[src/rtl/debounce_channel.sv]
// One debounced input: a reset-cleared synchronizer chain, a stability counter,
// and the registered clean level with single-cycle rise/fall pulses.
module debounce_channel #(
  parameter int STABLE_CYCLES = 100000,
  parameter int SYNC_STAGES   = 2
) (
  input  logic clock,
  input  logic reset_n,
  input  logic raw,
  output logic level,
  output logic rise,
  output logic fall
);

  localparam int CW = $clog2(STABLE_CYCLES + 1);
  localparam logic [CW-1:0] TERM = CW'(STABLE_CYCLES - 1);

  logic [SYNC_STAGES-1:0] r_sync;
  logic [CW-1:0]          r_cnt;
  logic                   r_level;
  logic                   r_rise;
  logic                   r_fall;
  logic                   w_s;

  assign w_s = r_sync[SYNC_STAGES-1];

  always_ff @(posedge clock or negedge reset_n) begin
    // NOTE: every flop, the synchronizer included, clears on reset so no stale
    // pre-reset sample can start a count after release.
    if (!reset_n) begin
      r_sync  <= '0;
      r_cnt   <= '0;
      r_level <= 1'b0;
      r_rise  <= 1'b0;
      r_fall  <= 1'b0;
    end else begin
      // NOTE: non-blocking assignments let the chain shift and the counter read
      // the previous-cycle values regardless of statement order.
      r_sync <= {r_sync[SYNC_STAGES-2:0], raw};
      r_rise <= 1'b0;
      r_fall <= 1'b0;
      if (w_s == r_level) begin
        r_cnt <= '0;
      end else if (r_cnt == TERM) begin
        // Change has persisted long enough: commit it and pulse once.
        r_level <= w_s;
        r_cnt   <= '0;
        r_rise  <= w_s;
        r_fall  <= ~w_s;
      end else begin
        r_cnt <= r_cnt + 1'b1;
      end
    end
  end

  assign level = r_level;
  assign rise  = r_rise;
  assign fall  = r_fall;

endmodule

[src/rtl/input_debouncer.sv]
// N independent debounce channels for raw board inputs; wiring only.
module input_debouncer #(
  parameter int N             = 6,
  parameter int STABLE_CYCLES = 100000,
  parameter int SYNC_STAGES   = 2
) (
  input  logic         clock,
  input  logic         reset_n,
  input  logic [N-1:0] raw,
  output logic [N-1:0] level,
  output logic [N-1:0] rise,
  output logic [N-1:0] fall
);

  for (genvar g = 0; g < N; g++) begin : g_ch
    debounce_channel #(
      .STABLE_CYCLES(STABLE_CYCLES),
      .SYNC_STAGES  (SYNC_STAGES)
    ) u_ch (
      .clock  (clock),
      .reset_n(reset_n),
      .raw    (raw[g]),
      .level  (level[g]),
      .rise   (rise[g]),
      .fall   (fall[g])
    );
  end

endmodule
[config.mk]
export PLATFORM = sky130hd
export DESIGN_NAME = input_debouncer
export DESIGN_NICKNAME = d
export VERILOG_FILES = /design/src/rtl/debounce_channel.sv /design/src/rtl/input_debouncer.sv
export SDC_FILE = /design/constraint.sdc
export NUM_CORES = 1
export LEC_CHECK = 0
export ABC_AREA = 1
export CAP_MARGIN = 0
export CORE_MARGIN = 5
export CORE_UTILIZATION = 61
export CTS_CLUSTER_SIZE = 16
export DETAILED_ROUTE_END_ITERATION = 16
export GPL_ROUTABILITY_DRIVEN = 0
export HOLD_SLACK_MARGIN = 0.12
export PLACE_DENSITY_LB_ADDON = 0.2
export SLEW_MARGIN = 20
export SYNTH_ARGS = -nofsm -noshare
export SYNTH_HDL_FRONTEND = slang
export SYNTH_HIERARCHICAL = 1
export SYNTH_SLANG_ARGS = --single-unit
[constraint.sdc]
create_clock -name clock -period 1.8 [get_ports clock]
set_input_delay 0.45 -clock clock [delete_from_list [all_inputs] [get_ports clock]]
set_output_delay 0.45 -clock clock [all_outputs]
set_load 0.01 [all_outputs]
==> results of run 1 <==
[flip-flops by register name (all words and copies together) (netlist names)]
signal,flops
g_ch.u_ch/fall,6
g_ch.u_ch/level,6
g_ch.u_ch/r_cnt,102
g_ch.u_ch/r_sync,12
g_ch.u_ch/rise,6
[how the worst max path moves through the flow]
stage / startpoint / endpoint / slack (ps) / cells after the start
5_1_grt: g_ch[5].u_ch/rise$_DFF_PN0_ / rise[5] / 20 / 1
2_1_floorplan: g_ch[0].u_ch/r_cnt[0]$_DFF_PN0_ / g_ch[0].u_ch/r_cnt[14]$_DFF_PN0_ / 520 / 6
4_1_cts: g_ch[4].u_ch/fall$_DFF_PN0_ / fall[4] / 30 / 1
6_report: g_ch[5].u_ch/rise$_DFF_PN0_ / rise[5] / 70 / 1
3_3_place_gp: g_ch[4].u_ch/r_cnt[0]$_DFF_PN0_ / g_ch[4].u_ch/r_cnt[16]$_DFF_PN0_ / 360 / 6
3_5_place_dp: g_ch[4].u_ch/r_cnt[0]$_DFF_PN0_ / g_ch[4].u_ch/r_cnt[14]$_DFF_PN0_ / 310 / 6
[power by group]
part           switching (mW)  internal, mW  leakage, nW
Clock                    1.24          2.35        0.287
Sequential             0.0439          3.02         1.80
Combinational           0.146        0.0729         1.33
Total                    1.43          5.44         3.42
[synth_stat cells]
library cell | number | area, um^2
dfrtp_1 | 132 | 3303
ha_1 | 6 | 75.07
inv_1 | 102 | 382.9
nand2_1 | 216 | 810.8
nand2_2 | 36 | 225.2
nand3_1 | 36 | 180.2
nand3_2 | 12 | 120.1
nand4_1 | 18 | 112.6
nor2_1 | 222 | 833.3
nor2_2 | 18 | 112.6
nor2_4 | 6 | 67.56
nor3_1 | 12 | 60.06
nor3b_1 | 6 | 45.04
o21ai_0 | 6 | 30.03
o21ai_1 | 18 | 90.09
o21bai_1 | 6 | 45.04
or2_1 | 6 | 37.54
xnor2_1 | 12 | 105.1
xor2_1 | 24 | 210.2
[metrics by stage]
step	utilization	worst slack (ps)	hold WS, ps	std cells
finish	0.7299	67.24	346.9	1101
global placement	0.6736	355.2	333.0	1068
CTS	0.7296	29.86	351.0	1101
floorplan	-	517.9	154.4	894
global route	0.7299	15.47	354.5	1101
detailed placement	0.6736	315.0	343.3	1068
[final cells by class]
cell class              count  area [um^2]  share of cell area
flip-flops and latches    132         3303              0.4139
clock buffers              23        457.9             0.05738
inverters                 102        382.9             0.04797
repair buffers             35        349.1             0.04374
multi-input cells         660         3161              0.3960
well taps                 140        175.2             0.02195
clock inverters             9        152.6             0.01913
[timing repair]
action | CTS | global route
cloned | 0 | 0
hold buffers | 1 | 0
setup endpoints to repair | 6 | 1
endpoints found under the hold margin | 31 | 0
gates resized for setup | 6 | 1
[cell families after synthesis]
family	count (synthesis)
adder cells (fa/ha/maj)	6
AO/OA/AOI/OAI	30
buffers and inverters	102
XOR/XNOR	36
AND/OR/NAND/NOR	588
flip-flops	132
[layer usage]
metal / share of wire / wire, um / track usage / vias to the layer above
met4: 0.019 / 263 / 0.09822 / 0
met1: 0.45 / 6180 / 0.2779 / 2573
met5: 0 / 0 / 0 / -
met3: 0.034 / 470 / 0.04804 / 24
li1: - / - / - / 2862
met2: 0.50 / 6811 / 0.3901 / 103
==> run_results.csv, run 1 <==
group,metric,value,unit
critical_path,path_buf_inv,1,
logic_synthesis,synth_seq_area_share,0.4825,
placement,place_hpwl,9181,um
critical_path,worst-endpoint-required,1350,ps
floorplanning,die_area,13440,um^2
sta,finClkSkew,5.498,ps
finish,diodes,0,
routing,drtAntennaViolNets,0,
floorplanning,io_pins,26,
sta,maxSlewHeadroom,0.7740,
logic_synthesis,synth_top_family_by_area,"simple AND/OR/NAND/NOR gates",
cts,postCtsSetupBuffers,0,
critical_path,r2r_setup_slack,280,ps
logic_synthesis,yosysUniqueCellTypes,19,
cts,clock-root-buffer,"clkbuf_16",
floorplanning,row_count,38,
placement,port_buffers,25,
hold_path,hp-start,"g_ch[3].u_ch/r_sync[0]$_DFF_PN0_",
routing,vias,5562,
logic_synthesis,ys_warn_count,6,
power,p_total,6.869,mW
sta,worstMarginPinSlew,339.0,ps
logic_synthesis,synth-seq-cells,132,
logic_synthesis,syn_nets,908,
finish,final_cell_area,7981,um^2
routing,drt-total-wl,13730,um
cts,cts.sinks,132,
routing,drt-initial-drc-count,437,
global_route,grt_overflow,0,
floorplanning,start_util,0.6261,
finish,mostFrequentLayoutCells,"nor2_1, nand2_1, dfrtp_1",
sta,fmax,0.5771,GHz
critical_path,critPathTopFamily,"buffers and inverters",
cts,cts_max_level,4,
critical_path,rr_worst_depth,6,
critical_path,timing.rr.start,"g_ch[3].u_ch/r_cnt[0]$_DFF_PN0_",
hold_path,hold_end,"g_ch[3].u_ch/r_sync[1]$_DFF_PN0_",
logic_synthesis,syn_avg_cell_area,7.658,um^2
logic_synthesis,synth_area,6847,um^2
routing,vias_per_cell,5.052,
cts,cts_tree,"built",
logic_synthesis,synth_xor_area_frac,0.04605,
sta,fin_crit_sh,0.9626,
floorplanning,die_width,115.9,um
hold_path,whs_path_depth,0,
cts,clk_path_buf_depth,2,
routing,first_pass_iters,5,
finish,final_common_cell,"nor2_1",
routing,drc,0,
finish,fillers,836,
critical_path,arrival,1280,ps
outcome,status,"finished clean",
sta,slew_viol_final,0,
cts,numCtsBuffers,17,
power,irDropWorstVdd,0.6286,mV
critical_path,worstSetupPathType,"flop to primary output",
critical_path,r2r-end,"g_ch[3].u_ch/r_cnt[14]$_DFF_PN0_",
global_route,antenna_found_initial,0,
global_route,grt_pass1_vias,5363,
sta,period_minus_slack,1733,ps
placement,post_dp_cell_area,7366,um^2
critical_path,cp_max_fo,1,
sta,setup_tns,0,ps
run,maxCapViolations,0,
power,power_density,860.7,nW/um^2
sta,rsz0062_at_grt,"no",
critical_path,max_stage_delay,530,ps
logic_synthesis,synth-simple-area-share,0.3805,
logic_synthesis,postSynthCellCount,894,
logic_synthesis,synth_compound_area_frac,0.02412,
floorplanning,die_y,115.9,um
critical_path,cp_slowest_cell,"clkdlybuf4s50_1",
critical_path,crit_path_cell_trace,"clkdlybuf4s50_1",
cts,clock_latency,410,ps
power,p_leak,3.422,nW
sta,setup_viol,0,
hold_path,holdCritPathClass,"flop to flop",
logic_synthesis,synthMuxAreaShare,0,
global_route,grt_usage,0.2273,
sta,hold_viol,0,
finish,drive_above_1_share,0.1134,
global_route,grt_pass1_wl,24090,um
logic_synthesis,synthAdderAreaFrac,0.01096,
critical_path,cp-end-kind,"primary output",
global_route,grt_max_degree,42,
cts,clkTransAtPathRegs,50,ps
finish,area_growth,16.58,%
floorplanning,core_area,10940,um^2
critical_path,critPathLaunchType,"flop",
routing,wire_per_inst,12.47,um
finish,nets,962,
No activity file was read; power rests on OpenSTA's default activity.
==> run 2, diff against run 1 <==
--- a/config.mk
+++ b/config.mk
@@ -19,3 +19,4 @@
 export SYNTH_HDL_FRONTEND = slang
 export SYNTH_HIERARCHICAL = 1
 export SYNTH_SLANG_ARGS = --single-unit
+export TNS_END_PERCENT = 100
==> results of run 2 <==
Final layout, timing and power as in run 1 (identical DEF).
